$ cat config.mk
export PLATFORM = sky130hd
export DESIGN_NAME = key_detector_flat
export DESIGN_NICKNAME = d
export VERILOG_FILES = /design/src/rtl/key_detector_pkg.sv /design/src/rtl/key_detector_if.sv /design/src/rtl/key_detector_envelope_follower.sv /design/src/rtl/key_detector.sv /design/src/flat_wrapper.sv
export SDC_FILE = /design/constraint.sdc
export NUM_CORES = 1
export LEC_CHECK = 0
export CAP_MARGIN = 10
export CORE_UTILIZATION = 55
export CTS_CLUSTER_SIZE = 28
export DETAILED_ROUTE_END_ITERATION = 7
export PLACE_DENSITY = 0.79
export SETUP_SLACK_MARGIN = 0.1
export SYNTH_ARGS = -nofsm -noshare
export SYNTH_HDL_FRONTEND = slang
export SYNTH_SLANG_ARGS = --single-unit
$ cat constraint.sdc
create_clock -name i_clk -period 5.27 [get_ports i_clk]
set_input_delay 0.527 -clock i_clk [delete_from_list [all_inputs] [get_ports i_clk]]
set_output_delay 0.527 -clock i_clk [all_outputs]
set_load 0.01 [all_outputs]
$ cat src/rtl/key_detector_pkg.sv
// Shared types and constants for the CW key detector: FSM state encoding,
// default parameter values and the rectifier saturation helper.
package key_detector_pkg;

  localparam int DEF_DATA_WIDTH       = 16;
  localparam int DEF_DECAY_SHIFT      = 6;
  localparam int DEF_DEBOUNCE_SAMPLES = 8;
  localparam int DEF_DURATION_WIDTH   = 24;

  typedef enum logic [1:0] {
    KD_SPACE         = 2'd0,
    KD_MARK_PENDING  = 2'd1,
    KD_MARK          = 2'd2,
    KD_SPACE_PENDING = 2'd3
  } kd_state_e;

  // Largest positive magnitude of a signed sample; |most negative| clamps here.
  function automatic int unsigned rect_sat(input int unsigned width);
    return (32'd1 << (width - 32'd1)) - 32'd1;
  endfunction

  localparam int unsigned RECT_SAT_DEFAULT = rect_sat(DEF_DATA_WIDTH);

endpackage

$ cat src/rtl/key_detector_if.sv
// Sample/threshold input and key/duration output bundle of key_detector.
// The detector side uses the slave modport; the sample source uses master.
interface key_detector_if
  import key_detector_pkg::*;
#(
  parameter int DATA_WIDTH     = DEF_DATA_WIDTH,
  parameter int DURATION_WIDTH = DEF_DURATION_WIDTH
);
  logic [DATA_WIDTH-1:0]     i_sample;
  logic                      i_valid;
  logic [DATA_WIDTH-1:0]     i_thresholdOn;
  logic [DATA_WIDTH-1:0]     i_thresholdOff;
  logic                      o_key;
  logic                      o_valid;
  logic [DURATION_WIDTH-1:0] o_duration;
  logic                      o_durationValid;
  logic                      o_durationIsMark;

  modport slave (
    input  i_sample, i_valid, i_thresholdOn, i_thresholdOff,
    output o_key, o_valid, o_duration, o_durationValid, o_durationIsMark
  );

  modport master (
    output i_sample, i_valid, i_thresholdOn, i_thresholdOff,
    input  o_key, o_valid, o_duration, o_durationValid, o_durationIsMark
  );
endinterface

$ cat src/rtl/key_detector_envelope_follower.sv
// Rectifier plus peak-hold / leaky-decay envelope follower, one register
// stage each; both stages advance only on qualified samples.
module envelope_follower
  import key_detector_pkg::*;
#(
  parameter int DATA_WIDTH  = DEF_DATA_WIDTH,
  parameter int DECAY_SHIFT = DEF_DECAY_SHIFT
) (
  input  logic                  i_clk,
  input  logic                  i_resetn,
  input  logic [DATA_WIDTH-1:0] i_sample,
  input  logic                  i_valid,
  output logic [DATA_WIDTH-1:0] o_env,
  output logic                  o_valid
);
  localparam logic [DATA_WIDTH-1:0] SAT      = DATA_WIDTH'(rect_sat(DATA_WIDTH));
  localparam logic [DATA_WIDTH-1:0] MOST_NEG = {1'b1, {(DATA_WIDTH-1){1'b0}}};
  localparam logic [DATA_WIDTH-1:0] ZERO     = {DATA_WIDTH{1'b0}};

  logic [DATA_WIDTH-1:0] w_abs;
  logic [DATA_WIDTH-1:0] w_decayed;
  logic [DATA_WIDTH-1:0] w_env_next;
  logic [DATA_WIDTH-1:0] r_abs;
  logic [DATA_WIDTH-1:0] r_env;
  logic                  r_abs_valid;
  logic                  r_env_valid;

  always_comb begin
    w_abs = i_sample;
    if (i_sample == MOST_NEG) begin
      w_abs = SAT;
    end else if (i_sample[DATA_WIDTH-1]) begin
      w_abs = ZERO - i_sample;
    end else begin
      w_abs = i_sample;
    end
  end

  // env >> DECAY_SHIFT never exceeds env, so the subtraction cannot wrap.
  assign w_decayed  = r_env - (r_env >> DECAY_SHIFT);
  assign w_env_next = (r_abs > w_decayed) ? r_abs : w_decayed;

  always_ff @(posedge i_clk or negedge i_resetn) begin
    if (!i_resetn) begin
      r_abs       <= ZERO;
      r_abs_valid <= 1'b0;
    end else begin
      r_abs_valid <= i_valid;
      if (i_valid) begin
        r_abs <= w_abs;
      end
    end
  end

  always_ff @(posedge i_clk or negedge i_resetn) begin
    if (!i_resetn) begin
      r_env       <= ZERO;
      r_env_valid <= 1'b0;
    end else begin
      r_env_valid <= r_abs_valid;
      if (r_abs_valid) begin
        r_env <= w_env_next;
      end
    end
  end

  assign o_env   = r_env;
  assign o_valid = r_env_valid;

endmodule

$ cat src/rtl/key_detector.sv
// CW key detector: envelope follower, hysteresis comparator and debounce FSM.
// Define KEY_DETECTOR_DURATION_EN to build the mark/space duration counter.
module key_detector
  import key_detector_pkg::*;
#(
  parameter int DATA_WIDTH       = DEF_DATA_WIDTH,
  parameter int DECAY_SHIFT      = DEF_DECAY_SHIFT,
  parameter int DEBOUNCE_SAMPLES = DEF_DEBOUNCE_SAMPLES,
  parameter int DURATION_WIDTH   = DEF_DURATION_WIDTH
) (
  input  logic          i_clk,
  input  logic          i_resetn,
  key_detector_if.slave bus
);
  localparam logic [1:0] S_SPACE         = KD_SPACE;
  localparam logic [1:0] S_MARK_PENDING  = KD_MARK_PENDING;
  localparam logic [1:0] S_MARK          = KD_MARK;
  localparam logic [1:0] S_SPACE_PENDING = KD_SPACE_PENDING;
  localparam logic [7:0] DEB             = 8'(DEBOUNCE_SAMPLES);

  logic [DATA_WIDTH-1:0] w_env;
  logic                  w_env_valid;
  logic [DATA_WIDTH-1:0] w_thr_off;
  logic                  w_above_on;
  logic                  w_below_off;
  logic [7:0]            w_cnt_inc;
  logic [1:0]            w_state_next;
  logic [7:0]            w_cnt_next;
  logic                  w_key_next;
  logic [1:0]            r_state;
  logic [7:0]            r_cnt;
  logic                  r_key;
  logic                  r_valid;

  envelope_follower #(
    .DATA_WIDTH  (DATA_WIDTH),
    .DECAY_SHIFT (DECAY_SHIFT)
  ) u_env (
    .i_clk    (i_clk),
    .i_resetn (i_resetn),
    .i_sample (bus.i_sample),
    .i_valid  (bus.i_valid),
    .o_env    (w_env),
    .o_valid  (w_env_valid)
  );

  // Clamp thrOff to thrOn so a misprogrammed pair can never invert the hysteresis.
  assign w_thr_off   = (bus.i_thresholdOff < bus.i_thresholdOn) ? bus.i_thresholdOff : bus.i_thresholdOn;
  assign w_above_on  = (w_env >= bus.i_thresholdOn);
  assign w_below_off = (w_env < w_thr_off);
  assign w_cnt_inc   = r_cnt + 8'd1;

  always_comb begin
    w_state_next = r_state;
    w_cnt_next   = r_cnt;
    w_key_next   = r_key;
    if (w_env_valid) begin
      case (r_state)
        S_SPACE: begin
          if (w_above_on) begin
            w_cnt_next = 8'd1;
            if (DEB == 8'd1) begin
              w_state_next = S_MARK;
              w_key_next   = 1'b1;
            end else begin
              w_state_next = S_MARK_PENDING;
            end
          end else begin
            w_state_next = S_SPACE;
          end
        end
        S_MARK_PENDING: begin
          if (w_above_on) begin
            w_cnt_next = w_cnt_inc;
            if (w_cnt_inc == DEB) begin
              w_state_next = S_MARK;
              w_key_next   = 1'b1;
            end else begin
              w_state_next = S_MARK_PENDING;
            end
          end else begin
            w_state_next = S_SPACE;
            w_cnt_next   = 8'd0;
          end
        end
        S_MARK: begin
          if (w_below_off) begin
            w_cnt_next = 8'd1;
            if (DEB == 8'd1) begin
              w_state_next = S_SPACE;
              w_key_next   = 1'b0;
            end else begin
              w_state_next = S_SPACE_PENDING;
            end
          end else begin
            w_state_next = S_MARK;
          end
        end
        S_SPACE_PENDING: begin
          if (w_below_off) begin
            w_cnt_next = w_cnt_inc;
            if (w_cnt_inc == DEB) begin
              w_state_next = S_SPACE;
              w_key_next   = 1'b0;
            end else begin
              w_state_next = S_SPACE_PENDING;
            end
          end else begin
            w_state_next = S_MARK;
            w_cnt_next   = 8'd0;
          end
        end
        default: begin
          w_state_next = S_SPACE;
          w_cnt_next   = 8'd0;
          w_key_next   = 1'b0;
        end
      endcase
    end else begin
      w_state_next = r_state;
    end
  end

  always_ff @(posedge i_clk or negedge i_resetn) begin
    if (!i_resetn) begin
      r_state <= S_SPACE;
      r_cnt   <= 8'd0;
      r_key   <= 1'b0;
      r_valid <= 1'b0;
    end else begin
      r_state <= w_state_next;
      r_cnt   <= w_cnt_next;
      r_key   <= w_key_next;
      r_valid <= w_env_valid;
    end
  end

  assign bus.o_key   = r_key;
  assign bus.o_valid = r_valid;

`ifdef KEY_DETECTOR_DURATION_EN
  localparam logic [DURATION_WIDTH-1:0] DUR_ZERO = {DURATION_WIDTH{1'b0}};
  localparam logic [DURATION_WIDTH-1:0] DUR_ONE  = {{(DURATION_WIDTH-1){1'b0}}, 1'b1};
  localparam logic [DURATION_WIDTH-1:0] DUR_MAX  = {DURATION_WIDTH{1'b1}};

  logic                      w_toggle;
  logic [DURATION_WIDTH-1:0] r_dur_cnt;
  logic [DURATION_WIDTH-1:0] r_duration;
  logic                      r_dur_valid;
  logic                      r_dur_is_mark;

  assign w_toggle = w_env_valid && (w_key_next != r_key);

  // The toggling sample opens the new interval, so the counter restarts at 1.
  always_ff @(posedge i_clk or negedge i_resetn) begin
    if (!i_resetn) begin
      r_dur_cnt     <= DUR_ZERO;
      r_duration    <= DUR_ZERO;
      r_dur_valid   <= 1'b0;
      r_dur_is_mark <= 1'b0;
    end else begin
      r_dur_valid <= w_toggle;
      if (w_toggle) begin
        r_duration    <= r_dur_cnt;
        r_dur_is_mark <= r_key;
        r_dur_cnt     <= DUR_ONE;
      end else if (w_env_valid && (r_dur_cnt != DUR_MAX)) begin
        r_dur_cnt <= r_dur_cnt + DUR_ONE;
      end
    end
  end

  assign bus.o_duration       = r_duration;
  assign bus.o_durationValid  = r_dur_valid;
  assign bus.o_durationIsMark = r_dur_is_mark;
`else
  assign bus.o_duration       = {DURATION_WIDTH{1'b0}};
  assign bus.o_durationValid  = 1'b0;
  assign bus.o_durationIsMark = 1'b0;
`endif

endmodule

$ cat src/flat_wrapper.sv
// flat-port wrapper written by rule: the top's interface ports become plain ports
module key_detector_flat import key_detector_pkg::*;
#(
  parameter int DATA_WIDTH       = DEF_DATA_WIDTH,
  parameter int DECAY_SHIFT      = DEF_DECAY_SHIFT,
  parameter int DEBOUNCE_SAMPLES = DEF_DEBOUNCE_SAMPLES,
  parameter int DURATION_WIDTH   = DEF_DURATION_WIDTH
)
  (i_clk, i_resetn, bus_i_sample, bus_i_valid, bus_i_thresholdOn, bus_i_thresholdOff, bus_o_key, bus_o_valid, bus_o_duration, bus_o_durationValid, bus_o_durationIsMark);
  key_detector_if #(.DATA_WIDTH(DATA_WIDTH), .DURATION_WIDTH(DURATION_WIDTH)) bus_i ();
  input  logic i_clk;
  input  logic i_resetn;
  input wire logic [$bits(bus_i.i_sample)-1:0] bus_i_sample;
  input wire logic [$bits(bus_i.i_valid)-1:0] bus_i_valid;
  input wire logic [$bits(bus_i.i_thresholdOn)-1:0] bus_i_thresholdOn;
  input wire logic [$bits(bus_i.i_thresholdOff)-1:0] bus_i_thresholdOff;
  output wire logic [$bits(bus_i.o_key)-1:0] bus_o_key;
  output wire logic [$bits(bus_i.o_valid)-1:0] bus_o_valid;
  output wire logic [$bits(bus_i.o_duration)-1:0] bus_o_duration;
  output wire logic [$bits(bus_i.o_durationValid)-1:0] bus_o_durationValid;
  output wire logic [$bits(bus_i.o_durationIsMark)-1:0] bus_o_durationIsMark;
  assign bus_i.i_sample = bus_i_sample;
  assign bus_i.i_valid = bus_i_valid;
  assign bus_i.i_thresholdOn = bus_i_thresholdOn;
  assign bus_i.i_thresholdOff = bus_i_thresholdOff;
  assign bus_o_key = bus_i.o_key;
  assign bus_o_valid = bus_i.o_valid;
  assign bus_o_duration = bus_i.o_duration;
  assign bus_o_durationValid = bus_i.o_durationValid;
  assign bus_o_durationIsMark = bus_i.o_durationIsMark;
  key_detector #(.DATA_WIDTH(DATA_WIDTH), .DECAY_SHIFT(DECAY_SHIFT), .DEBOUNCE_SAMPLES(DEBOUNCE_SAMPLES), .DURATION_WIDTH(DURATION_WIDTH)) u_core (.i_clk(i_clk), .i_resetn(i_resetn), .bus(bus_i));
endmodule
==> impl_results.md <==
- Least-Margin Pin Slew: 994 ps
- Clock Latency Late Sink: ~300 ps
- Hold_buf cts: 0
- Clock power share: 0.088
- Leakage power: between 0.002 and 0.003 µW
- PortBufs: 52
- Fin nets: 734
- Drt initial violations: 210
- Hold Fails Final Rpt: 0
- Pint: between 1000 and 1500 µW
- Post-detail-place hpwl: around 8.7 mm
- Status: finished clean
- CP max-delay cell: or4_1
- CP max FO: 8
- Yosys reg bits: 46
- Cells after Synth: between 500 and 600
- Core region area: about 8300 µm²
- Total grt overflow: 0
- Layout overhead on the synthesized area: 13.2%
- Die ar.: between 8000 and 9000 µm²
- Rows: 33
- Setup CP Type: in -> reg
- Library cells used by synthesis: 51
- Worst path cell trace: clkdlybuf4s50_1 -> inv_1 -> ha_1 -> nand4_1 -> or4_1 -> o32ai_2 -> or2_4 -> buf_12 -> mux2i_1 -> ha_1 -> nand4_1 -> nor2_1 -> o32ai_1 -> or4b_4 -> a311oi_4 -> o21ai_2 -> a21oi_1 -> a21o_1
- Wire per inst: ~15 µm
- Sequential share of power: 0.238
- Ys Warns: 0
- Area of the multi-input gates: 3260 µm²
- Clk root buf: clkbuf_8
- Antenna cell count: 0
- CP Capture Type: flop
- First-pass iteration count of the detailed router: 5
- # DRC: 0
- Largest net degree at the start of global routing: between 40 and 50
- Fillers: ~700
- Setup Viol. Count Final: 0
- Final Cycle Share: 0.931
- CP Launch Point: bus_i_thresholdOn[11]
- Die height: between 90 and 100 µm
- HP Class: in -> async
- Async SR Flop Fraction: 1.00
- Max incr delay on CP: around 540 ps
- Maximum clock skew at final layout: 16.9 ps
- Inserted Clock Buffers: 5
- Pwr/cell area: approximately 450 nW/µm²
- CTS tree: yes
- Comb power frac: 0.674
- Inst Count DP: approximately 700
- Post-synth top area share: 0.243
- Via count: 4,148
- Storage element area: between 1000 and 1500 µm²
- Top-count cell post-synth: ha_1
- Initial core utilization: 0.573
- Share of the yosys chip area belonging to registers: 0.243
- Min Tclk post-route: 4900 ps
- Worst reg2reg endpoint: u_core.u_env.o_env[12]
- Maximum clock rate: between 200 and 250 MHz
- RR Startpoint: u_core.u_env.o_env[7]
- Slew headroom: 0.337
- First-pass GRT wire length: roughly 18 mm
- Die W: 94.8 µm
- Post-DP Area: about 5300 µm²
- Crit path launch type: input pin
- Synthesized area per cell: roughly 8.5 µm²
- Gp weighted congestion: approximately 0.88
- Switching pwr: ~1100 µW
- Leading area contributor after synthesis: dfrtp_1
- Post-synthesis cell area: 4730 µm²
- RSZ-0062 raised after global routing: no
- Max-capacitance violation count: 0
- CTS H-tree lvls: 2
- Vias in the first global route: between 3,000 and 4,000
- Top area cells in the synthesized netlist: dfrtp_1 (24%), ha_1 (20%), mux2i_1 (5.1%), a21oi_1 (4.3%), buf_4 (4.1%)
- Top post-synthesis cells by count: ha_1 (74), inv_1 (47), dfrtp_1 (46)
- Post-Route WL: around 11 mm
- EDFF count, synth: 0
- Ys flop type: dfrtp_1
- Post-Layout Cell Count: 714
- Post-route ant nets: 0
- Reg2Reg Depth: 17
- Vias per cell: approximately 5.8
- Reg clk slew, reported paths: 90 ps
- Layout cell share with drive strength beyond 1: 0.0460
- CTS max path bufs: 2
- Pwr Total: 2430 µW
- CP required: roughly 5500 ps
- Final setup TNS: 0 ps
- I/O pin cnt: 79
- GR Util All Layers: 0.245
- Fin. max-slew vios: 0
- Reg2reg setup slack: roughly 450 ps
- Clock sinks: 46
- Arr. time, crit path: approximately 5200 ps
- Peak supply drop: approximately 230 µV
- CP endpoint: u_core.r_cnt[6]
- Non-Filler Cell Area, Final: around 5400 µm²
- Switching Fraction: 0.467
- Initial antenna violation count: 0
==> cell families after synthesis <==
group / after synthesis / synth area share
AOI/OAI and AO/OA: 135 / 0.193
xor gates and xnor gates: 23 / 0.0426
adders and majority gates: 75 / 0.200
buffers and inverters: 85 / 0.0888
DFF: 46 / 0.243
muxes: 28 / 0.0603
other: 1 / 0.000792
and+or+nand+nor: 166 / 0.171
==> metrics by stage <==
| step | utilization | hold slack, ps | worst slack, ps |
|---|---|---|---|
| after floorplan | - | 231 | 756 |
| after global placement | 0.638 | 504 | 194 |
| after detailed placement | 0.638 | 519 | 57.1 |
| after CTS | 0.648 | 409 | 378 |
| after global routing | 0.649 | 465 | 118 |
| final | 0.649 | 376 | 366 |
==> critical path: cells and delay by family <==
kind	cells	cell delay (ps)
muxes	1	230
adders and majority gates	2	600
and+or+nand+nor	6	1600
buffers and inverters	3	740
AOI/OAI and AO/OA	6	1450
==> layer usage <==
layer  global-route usage  wire length (µm)
met1                0.310              4690
met2                0.435              5130
met3               0.0266               521
met4               0.0732               191
met5                    0                 0
==> power by group through the flow <==
stage	Clock, µW	Sequential (µW)	Combinational [µW]
after floorplan	0	534	1270
after global placement	0	575	1520
after detailed placement	0	582	1620
after CTS	218	576	1630
after global routing	236	595	1860
final	215	578	1640
==> state kept, by name, indices dropped and copies added, names as in the netlist <==
name and flops:
u_core.r_state 2, u_core.u_env.o_env 16, u_core.r_cnt 8, u_core.bus.o_key 1, u_core.bus.o_valid 1, u_core.u_env.r_abs 16
u_core.u_env.o_valid 1, u_core.u_env.r_abs_valid 1
==> cell type report <==
| class | instances | area share |
|---|---|---|
| multi-input cells | 453 | 0.609 |
| clock inverters | 2 | 0.00257 |
| repair buffers | 55 | 0.103 |
| flip-flops and latches | 46 | 0.215 |
| clock buffers | 6 | 0.0135 |
| well taps | 105 | 0.0245 |
| inverters | 47 | 0.0329 |
==> how the worst min path moves through the flow <==
stage	from	endpoint	slack [ps]	depth (start not counted)
after CTS	i_resetn	u_core.r_cnt[7]	410	1
after global routing	i_resetn	u_core.r_cnt[7]	470	1
final	i_resetn	u_core.r_cnt[1]	380	1
after global placement	u_core.r_cnt[7]	u_core.r_cnt[7]	500	1
after detailed placement	u_core.r_cnt[7]	u_core.r_cnt[7]	520	1
after floorplan	i_resetn	u_core.bus.o_key	230	0
==> layout by cell type, fill, tap and decap left out, types with 11 or more instances in the layout <==
cell,instances
ha_1,74
or3_1,12
nand2_1,45
a21oi_1,41
conb_1,26
clkdlybuf4s50_1,51
nand3_1,14
nor2_1,45
mux2i_1,24
xor2_1,13
inv_1,47
dfrtp_1,46
o21a_1,11
o21ai_0,25
a21o_1,13
==> what timing repair did <==
item,CTS,global route
resized for setup,0,2
endpoints found under the setup margin,0,6
setup buffers,0,0
Power figures use the tool's default switching activity.
